File: src/rtl/fetch_pkg.sv
// Shared types and helpers for the instruction prefetch path.
// Covers the opcode width, the fetch FSM encoding and the instruction-length rule.
package fetch_pkg;

  localparam int unsigned OPCODE_W = 16;

  typedef enum logic [1:0] {
    FLUSH,
    RUN,
    STALL
  } fetch_state_t;

  // Total bytes occupied by an instruction whose opcode is already known.
  function automatic int unsigned instr_len(
    input logic [OPCODE_W-1:0] opcode,
    input int unsigned         imm_flag_bit,
    input int unsigned         imm_bytes
  );
    logic [OPCODE_W-1:0] shifted;
    shifted = opcode >> imm_flag_bit;
    return shifted[0] ? 2 + imm_bytes : 2;
  endfunction

endpackage

File: src/rtl/byte_fifo.sv
// Circular byte FIFO with multi-byte push, variable-length pop and a head window.
// The head window always shows WIN bytes starting at the read pointer; bytes past count are stale.
module byte_fifo #(
  parameter int unsigned DEPTH  = 8,
  parameter int unsigned PUSH_W = 1,
  parameter int unsigned WIN    = 6,
  localparam int unsigned CW    = $clog2(DEPTH + 1)
) (
  input  logic              clk,
  input  logic              rst,
  input  logic              clear,
  input  logic [8*PUSH_W-1:0] push_data,
  input  logic [CW-1:0]     push_cnt,
  input  logic [CW-1:0]     pop_cnt,
  output logic [8*WIN-1:0]  window,
  output logic [CW-1:0]     count
);

  localparam int unsigned PW = (DEPTH > 1) ? $clog2(DEPTH) : 1;

  logic [7:0]    mem [DEPTH];
  logic [PW-1:0] rd_ptr;
  logic [PW-1:0] wr_ptr;

  // Pointers wrap naturally because DEPTH is a power of two.
  always_ff @(posedge clk) begin
    if (rst || clear) begin
      rd_ptr <= '0;
      wr_ptr <= '0;
      count  <= '0;
    end else begin
      for (int unsigned i = 0; i < PUSH_W; i++) begin
        if (CW'(i) < push_cnt) begin
          mem[wr_ptr + PW'(i)] <= push_data[8*i +: 8];
        end
      end
      wr_ptr <= wr_ptr + PW'(push_cnt);
      rd_ptr <= rd_ptr + PW'(pop_cnt);
      count  <= count + push_cnt - pop_cnt;
    end
  end

  always_comb begin
    window = '0;
    for (int unsigned i = 0; i < WIN; i++) begin
      window[8*i +: 8] = mem[rd_ptr + PW'(i)];
    end
  end

endmodule

File: src/rtl/prefetch_unit.sv
// Instruction prefetcher: streams bytes from a synchronous-read memory into a byte FIFO
// and presents opcode + optional little-endian immediate on a valid/ready interface.
module prefetch_unit
  import fetch_pkg::*;
#(
  parameter int unsigned ADDR_W       = 16,
  parameter int unsigned BUS_BYTES    = 1,
  parameter int unsigned FIFO_DEPTH   = 8,
  parameter int unsigned IMM_BYTES    = 4,
  parameter int unsigned IMM_FLAG_BIT = 15,
  parameter int unsigned RESET_PC     = 0
) (
  input  logic                   clk,
  input  logic                   rst,
  output logic [ADDR_W-1:0]      m_addr,
  output logic                   m_req,
  input  logic [8*BUS_BYTES-1:0] m_data,
  input  logic                   redirect,
  input  logic [ADDR_W-1:0]      redirect_pc,
  output logic                   ins_valid,
  input  logic                   ins_ready,
  output logic [OPCODE_W-1:0]    ins,
  output logic [8*IMM_BYTES-1:0] imm,
  output logic [ADDR_W-1:0]      ins_pc
);

  localparam int unsigned CW  = $clog2(FIFO_DEPTH + 1);
  localparam int unsigned WIN = 2 + IMM_BYTES;
  localparam int unsigned DW  = (BUS_BYTES > 1) ? $clog2(BUS_BYTES) : 1;

  localparam logic [ADDR_W-1:0] ALIGN_MASK    = ~ADDR_W'(BUS_BYTES - 1);
  localparam logic [ADDR_W-1:0] RESET_PC_A    = ADDR_W'(RESET_PC);
  localparam logic [ADDR_W-1:0] RESET_ALIGNED = RESET_PC_A & ALIGN_MASK;
  localparam logic [DW-1:0]     RESET_DROP    = DW'(RESET_PC_A & ~ALIGN_MASK);

  if (FIFO_DEPTH < 2 + IMM_BYTES + BUS_BYTES) begin : g_depth_chk
    $error("prefetch_unit: FIFO_DEPTH must be >= 2 + IMM_BYTES + BUS_BYTES");
  end
  if ((BUS_BYTES & (BUS_BYTES - 1)) != 0 || BUS_BYTES > 4) begin : g_bus_chk
    $error("prefetch_unit: BUS_BYTES must be 1, 2 or 4");
  end

  fetch_state_t state;
  fetch_state_t state_nxt;

  logic [ADDR_W-1:0]      fetch_addr;
  logic [ADDR_W-1:0]      pc;
  logic [DW-1:0]          drop_cnt;
  logic                   inflight;
  logic                   credit_ok;
  logic                   req;
  logic                   rsp;
  logic                   fire;
  logic                   has_imm;
  logic [CW-1:0]          count;
  logic [CW-1:0]          push_cnt;
  logic [CW-1:0]          pop_cnt;
  logic [CW-1:0]          needed;
  logic [8*BUS_BYTES-1:0] push_data;
  logic [8*WIN-1:0]       window;
  logic [OPCODE_W-1:0]    opcode;

  // Reserve room for the response already on the bus plus the one a new request would bring,
  // so the FIFO cannot overflow even if nothing is popped.
  assign credit_ok = (32'(count) + (inflight ? BUS_BYTES : 32'd0) + BUS_BYTES) <= FIFO_DEPTH;

  always_comb begin
    state_nxt = state;
    req       = 1'b0;
    unique case (state)
      FLUSH: state_nxt = RUN;
      RUN: begin
        if (credit_ok) begin
          req = 1'b1;
        end else begin
          state_nxt = STALL;
        end
      end
      STALL: begin
        if (credit_ok) begin
          state_nxt = RUN;
        end
      end
      default: state_nxt = FLUSH;
    endcase
  end

  assign m_req  = req && !rst && !redirect;
  assign m_addr = rst ? RESET_ALIGNED : fetch_addr;

  // Clearing the in-flight flag on redirect/reset plays the role of an epoch bit:
  // a stale response lands while the flag is low and is ignored.
  assign rsp       = inflight && (state != FLUSH);
  assign push_cnt  = rsp ? CW'(BUS_BYTES - 32'(drop_cnt)) : '0;
  assign push_data = m_data >> {drop_cnt, 3'b000};

  assign opcode    = window[OPCODE_W-1:0];
  assign has_imm   = opcode[IMM_FLAG_BIT];
  assign needed    = CW'(instr_len(opcode, IMM_FLAG_BIT, IMM_BYTES));
  assign ins_valid = !rst && !redirect && (count >= CW'(2)) && (count >= needed);
  assign fire      = ins_valid && ins_ready;
  assign pop_cnt   = fire ? needed : '0;

  assign ins    = rst ? '0 : opcode;
  assign imm    = (rst || !has_imm) ? '0 : window[8*WIN-1:16];
  assign ins_pc = pc;

  always_ff @(posedge clk) begin
    if (rst) begin
      state      <= FLUSH;
      fetch_addr <= RESET_ALIGNED;
      drop_cnt   <= RESET_DROP;
      pc         <= RESET_PC_A;
      inflight   <= 1'b0;
    end else if (redirect) begin
      state      <= FLUSH;
      fetch_addr <= redirect_pc & ALIGN_MASK;
      drop_cnt   <= DW'(redirect_pc & ~ALIGN_MASK);
      pc         <= redirect_pc;
      inflight   <= 1'b0;
    end else begin
      state    <= state_nxt;
      inflight <= m_req;
      if (m_req) begin
        fetch_addr <= fetch_addr + ADDR_W'(BUS_BYTES);
      end
      if (rsp) begin
        drop_cnt <= '0;
      end
      if (fire) begin
        pc <= pc + ADDR_W'(needed);
      end
    end
  end

  byte_fifo #(
    .DEPTH  (FIFO_DEPTH),
    .PUSH_W (BUS_BYTES),
    .WIN    (WIN)
  ) u_fifo (
    .clk       (clk),
    .rst       (rst),
    .clear     (redirect),
    .push_data (push_data),
    .push_cnt  (push_cnt),
    .pop_cnt   (pop_cnt),
    .window    (window),
    .count     (count)
  );

endmodule
File: config.mk
export PLATFORM = sky130hd
export DESIGN_NAME = prefetch_unit
export DESIGN_NICKNAME = d
export VERILOG_FILES = /design/src/rtl/fetch_pkg.sv /design/src/rtl/byte_fifo.sv /design/src/rtl/prefetch_unit.sv
export SDC_FILE = /design/constraint.sdc
export NUM_CORES = 1
export LEC_CHECK = 0
export BUFFER_PORTS_ARGS = -buffer_cell sky130_fd_sc_hd__buf_2
export CORE_MARGIN = 4
export CORE_UTILIZATION = 40
export DETAILED_ROUTE_END_ITERATION = 7
export MAX_ROUTING_LAYER = met4
export PLACE_DENSITY = 0.65
export SLEW_MARGIN = 20
export SYNTH_ARGS = -nofsm -noshare
export SYNTH_HDL_FRONTEND = slang
export SYNTH_SLANG_ARGS = --single-unit
File: constraint.sdc
create_clock -name clk -period 3.2 [get_ports clk]
set_clock_uncertainty 0.15 [all_clocks]
set_input_delay 0.64 -clock clk [delete_from_list [all_inputs] [get_ports clk]]
set_output_delay 0.64 -clock clk [all_outputs]
set_load 0.02 [all_outputs]
==> results.toml, run 1 <==
[timing]
relSlewSlack_pct = 52.63
period_share_pct = 94.81
min_period_ns = 3.034
tightestPinTransition_ns = 0.7097
drv_slew = 0
setup_viol = 0
tns_ns = 0
grt_setup_unrepaired = "false"
fmax_mhz = 329.6
hold_viol_final = 0

[clocking]
clkTransAtPathRegs_ns = 0.08
insertion_delay_ns = 0.36
cts_buffers = 9
cts_tree = "done"
clk_path_buf_depth = 2
cts.repair.resized = 0
root_buffer = "clkbuf_16"
cts_hold_buf = 0
post-cts-setup-buffer-count = 0
clock-sinks = 108
htreeDepth = 3

[routing]
ant_nets = 0
drc = 0
drtIter0Drc = 253
routed_wl_mm = 14.66
via_per_inst = 5.591
dr.pass1.iters = 4
wl_per_cell_um = 18.10
vias = 4529

[die]
row_count = 44
initial_core_util_pct = 41.33
dieArea_um2 = 17230
die_y_um = 131.2
core_area_um2 = 14700
pin_count = 110
die_w_um = 131.2

[synthesis]
synth_top_cell_by_area = "edfxtp_1"
yosys-top-cells-area = "edfxtp_1 32%, mux4_2 17%, dfxtp_1 14%"
synth_common_cells = "64 x edfxtp_1, 61 x nor2b_1, 45 x mux4_2, 44 x dfxtp_1, 28 x inv_1"
synth_edf_count = 64
yosys.area_share.adder_pct = 3.171
synthesis.nets = 552
synth_top_family_by_area = "multiplexers"
synthArstFlopShare_pct = 0
synthFlopType = "edfxtp_1"
ys_seq_elements = 108
synthXorXnorAreaFrac_pct = 3.460
synthCells = 510
synth-simple-area-share_pct = 16.74
yosysWarnings = 0
synth_most_common_cell = "edfxtp_1"
synth_cell_type_count = 59
syn_avg_cell_area_um2 = 11.91
synth_compound_area_share_pct = 8.896
yosysSeqAreaShare_pct = 46.13
synth.top_cell.area_share_pct = 31.63
synth.area.mux_share_pct = 17.69
syn_area_um2 = 6076

[outcome]
status = "completed"

[global_route]
grt_use_met2_pct = 29.44
grt_pass1_wl_mm = 24.16
top_usage_layer = "met2"
grt_pass1_vias = 4707
grt_use_met1_pct = 21.33
grt_util_met3_pct = 3.899
grt_remaining_overflow = 0
antenna_found_initial = 1
grt_usage_pct = 17.77
grt_max_degree = 50

[place]
portBuffers = 109
gp_congestion = 0.8617
hpwl_mm = 10.64

[run]
drv_cap = 0

[cells_and_area]
area_growth_pct = 18.80
drive_above_1_share_pct = 32.80
layout.nets = 662
fill_cells = 1316
utilization_pct = 49.11

[critical_path]
cp_data_arrival_time_ns = 2.24
path_class = "reg2out"
end_kind = "primary output"
worstPathRequired_ns = 2.41
cp-start-kind = "register"
crit_fanout = 46

[power_and_ir_drop]
powerDensity_nw_per_um2 = 405.3
vdd_drop_max_mv = 0.2836
p_leak_uw = 0.002730

[hold_path]
min_path_type = "in2reg"
[registers in the layout (all words and copies together), names as in the netlist]
register and flops:
u_fifo.mem 64, fetch_addr 16, ins_pc 16, u_fifo.count 4, u_fifo.wr_ptr 3, state 2, u_fifo.rd_ptr 2, inflight 1
[placed cells by master, fill, tap and decap left out, types with 4 or more instances in the layout]
master,n
o211ai_1,5
inv_1,28
nand2b_1,5
mux2i_1,5
mux4_2,45
nor2_1,27
buf_4,20
buf_2,109
nor3_1,9
nand3_1,16
a21boi_0,10
edfxtp_1,64
and2_1,5
a31oi_1,4
and3_1,8
nand2_1,19
nor2b_1,61
o21a_1,7
clkbuf_16,10
xnor2_1,9
xor2_1,15
a21oi_1,22
ha_1,13
o31a_1,8
dfxtp_1,42
[critical path, cell delays in order, from the launching register on]
cell     delay, ns
dfxtp_2       0.38
buf_4         0.56
mux4_2        0.58
nor2b_1       0.16
buf_2         0.18
[area by class of cell]
class | instances | area [um2] | area share, %
Sequential cell | 108 | 2805 | 38.86
Inverter | 28 | 105.1 | 1.456
Antenna cell | 1 | 2.502 | 0.03467
Tap cell | 184 | 230.2 | 3.189
Clock buffer | 10 | 250.2 | 3.467
Multi-Input combinational cell | 343 | 3043 | 42.16
Clock inverter | 6 | 75.07 | 1.040
Timing Repair Buffer | 130 | 706.9 | 9.794
[cells by family after synthesis]
| kind of cell | after synthesis |
|---|---|
| AO/OA/AOI/OAI | 75 |
| XOR/XNOR | 24 |
| adder cells (fa/ha/maj) | 15 |
| buffers and inverters | 59 |
| flip-flops | 108 |
| multiplexers | 51 |
| AND/OR/NAND/NOR | 178 |
[worst paths after layout]
check,start,endpoint,slack (ns),cells past startpoint
worst max-delay path,u_fifo.rd_ptr[2]$_SDFF_PP0_,imm[22],0.17,4
worst min-delay path,rst,ins_pc[2]$_SDFFE_PP0N_,0.35,2
worst max register to register,u_fifo.rd_ptr[2]$_SDFF_PP0_,u_fifo.count[3]$_SDFF_PP0_,0.32,15
worst min register to register,ins_pc[0]$_SDFFE_PP0P_,ins_pc[0]$_SDFFE_PP0P_,0.35,2
[metal layers]
metal	part of all wire (%)	vias up
li1	-	2112
met1	41	2248
met2	51	140
met3	5.7	29
met4	2.8	0
met5	0	-
[stage by stage]
step / power [uW] / setup WS, ns / hold slack, ns / instances / instance area [um2]
after floorplan: 1696 / 0.01943 / 0.3361 / 510 / 6091
final: 2926 / 0.1662 / 0.3478 / 810 / 7218
after detailed placement: 1797 / 0.3348 / 0.3272 / 793 / 6883
after CTS: 2958 / 0.06797 / 0.3299 / 809 / 7208
after global placement: 1791 / 0.4750 / 0.3164 / 793 / 6883
after global routing: 3041 / 0.01287 / 0.3745 / 810 / 7218
[report_power, final]
| part | leakage [uW] | internal (uW) | switching, uW |
|---|---|---|---|
| combinational | 0.00163 | 86.8 | 149 |
| clock | 0.000157 | 602 | 560 |
| sequential | 0.000939 | 1500 | 32.1 |
| total | 0.00273 | 2180 | 741 |
No activity file was read; power rests on OpenSTA's default activity.
==> run 2: changes to the inputs <==
Settings changed: RECOVER_POWER from default to 25, REMOVE_ABC_BUFFERS from default to 1.
==> results.toml, run 2 (synthesized netlist as in run 1, its figures left out) <==
[critical_path]
r2r-start = "u_fifo.rd_ptr[2]$_SDFF_PP0_"
reg2reg_slack_ns = 0.23
cp_cell_sequence = "mux2i_1 > mux2i_2 > inv_1 > ha_1 > nor2_1 > o21bai_2 > buf_6 > and2_1 > buf_2"
cp-start-kind = "register"
critPathSlowestCell = "dfxtp_2"
r2r_cells = 15
crit_family = "buffers and inverters"
path_class = "reg2out"
cp_data_arrival_time_ns = 2.30
end_kind = "primary output"
r2r_end = "u_fifo.count[3]$_SDFF_PP0_"
crit_buf_inv = 3
slowest_delay_ns = 0.35
crit_fanout = 16
worstPathRequired_ns = 2.41

[cells_and_area]
multi_input_area_um2 = 3049
utilization_pct = 48.83
fill_cells = 1320
area_growth_pct = 18.12
layout.nets = 661
diodes = 0
drive_above_1_share_pct = 31.57
regArea_um2 = 2805
final_cell_mix = "101 x buf_2, 64 x edfxtp_1, 61 x nor2b_1"
stdcell_area_um2 = 7177
top_register = "u_fifo.mem"
final_common_cell = "buf_2"
largest_reg_flops = 64

[place]
dp_slack_ns = 0.1544
portBuffers = 109
dpl_cell_area_um2 = 6864
hpwl_mm = 10.18
gp_congestion = 0.8794

[routing]
routed_wl_mm = 14.08
ant_nets = 0
drtIter0Drc = 352
vias = 4360
drc = 0
wl_per_cell_um = 17.43
dr.pass1.iters = 4
via_per_inst = 5.396

[timing]
grt_setup_unrepaired = "true"
hold_viol_final = 0
fmax_mhz = 323.3
tightestPinTransition_ns = 0.7778
period_share_pct = 96.66
relSlewSlack_pct = 48.09
min_period_ns = 3.093
whs_ns = 0.3484
setup_viol = 0
fin_ws_ns = 0.1068
drv_slew = 0

[power_and_ir_drop]
p_leak_uw = 0.002692
powerDensity_nw_per_um2 = 400.7
vdd_drop_max_mv = 0.2038

[die]
die_y_um = 131.2
row_count = 44
pin_count = 110
initial_core_util_pct = 41.33
die_w_um = 131.2
dieArea_um2 = 17230
core_area_um2 = 14700

[global_route]
grt_max_degree = 50
grt_pass1_wl_mm = 23.00
grt_usage_pct = 16.72
antenna_found_initial = 0
grt_remaining_overflow = 0
grt_pass1_vias = 4443

[clocking]
insertion_delay_ns = 0.34
cts_buffers = 9
clkTransAtPathRegs_ns = 0.07
root_buffer = "clkbuf_16"
cts_hold_buf = 0
cts_tree = "done"
clock-sinks = 108
clk_path_buf_depth = 2
htreeDepth = 3

[run]
drv_cap = 0

[outcome]
status = "completed"

[hold_path]
worstHoldStart = "ins_pc[0]$_SDFFE_PP0P_"
whs_path_depth = 2
min_path_type = "reg2reg"
worstHoldEndpoint = "ins_pc[0]$_SDFFE_PP0P_"
## run 2: worst max-delay path by stage
stage               slack (ns)                   startpoint                          to  cells past startpoint
detailed placement        0.15  u_fifo.rd_ptr[2]$_SDFF_PP0_  u_fifo.count[3]$_SDFF_PP0_                     15
global route             -0.03   u_fifo.count[0]$_SDFF_PP0_                       m_req                      9
CTS                       0.02   u_fifo.count[0]$_SDFF_PP0_                       m_req                      9
floorplan                -1.72  u_fifo.rd_ptr[1]$_SDFF_PP0_  u_fifo.count[3]$_SDFF_PP0_                     14
global placement          0.26  u_fifo.rd_ptr[2]$_SDFF_PP0_  u_fifo.count[3]$_SDFF_PP0_                     15
finish                    0.11  u_fifo.rd_ptr[2]$_SDFF_PP0_                   ins_valid                      9
## run 2: routing by layer
layer | up-vias | GRT usage (%) | share of wire (%)
met2 | 145 | 27.33 | 49
met1 | 2090 | 22.07 | 44
li1 | 2113 | - | -
met3 | 12 | 3.058 | 6.3
met5 | - | - | 0
met4 | 0 | 3.501 | 0.89
## run 2: report_power, final
group	total, uW	internal (uW)	switching [uW]
clock network	1120	611	505
registers	1530	1500	33.0
logic	231	84.8	146
total	2880	2190	684
## run 2: worst min-delay path: stages, from the launching register on
cell     delay (ns)
dfxtp_1        0.33
mux2i_1        0.06
nor2_1         0.07
## run 2: cell type report
class / count / area share [%]
multi-input cells: 343 / 42.49
well taps: 184 / 3.208
inverters: 28 / 1.464
clock inverters: 7 / 1.011
repair buffers: 129 / 9.606
flip-flops and latches: 108 / 39.09
clock buffers: 9 / 3.138
## run 2: per-stage QoR
step           power, uW  cells  setup TNS [ns]
2_1_floorplan       1679    479          -51.85
3_3_place_gp        1788    791               0
3_5_place_dp        1793    791               0
4_1_cts             2903    807               0
5_1_grt             2978    808        -0.03469
6_report            2876    808               0
## run 2: timing repair
| item | in CTS | in global routing |
|---|---|---|
| buffers inserted | 0 | 1 |
| resized for setup | 1 | 4 |
| endpoints found under the setup margin | 1 | 3 |
| pin swaps | 0 | 2 |
| hold endpoints to repair | 0 | 0 |
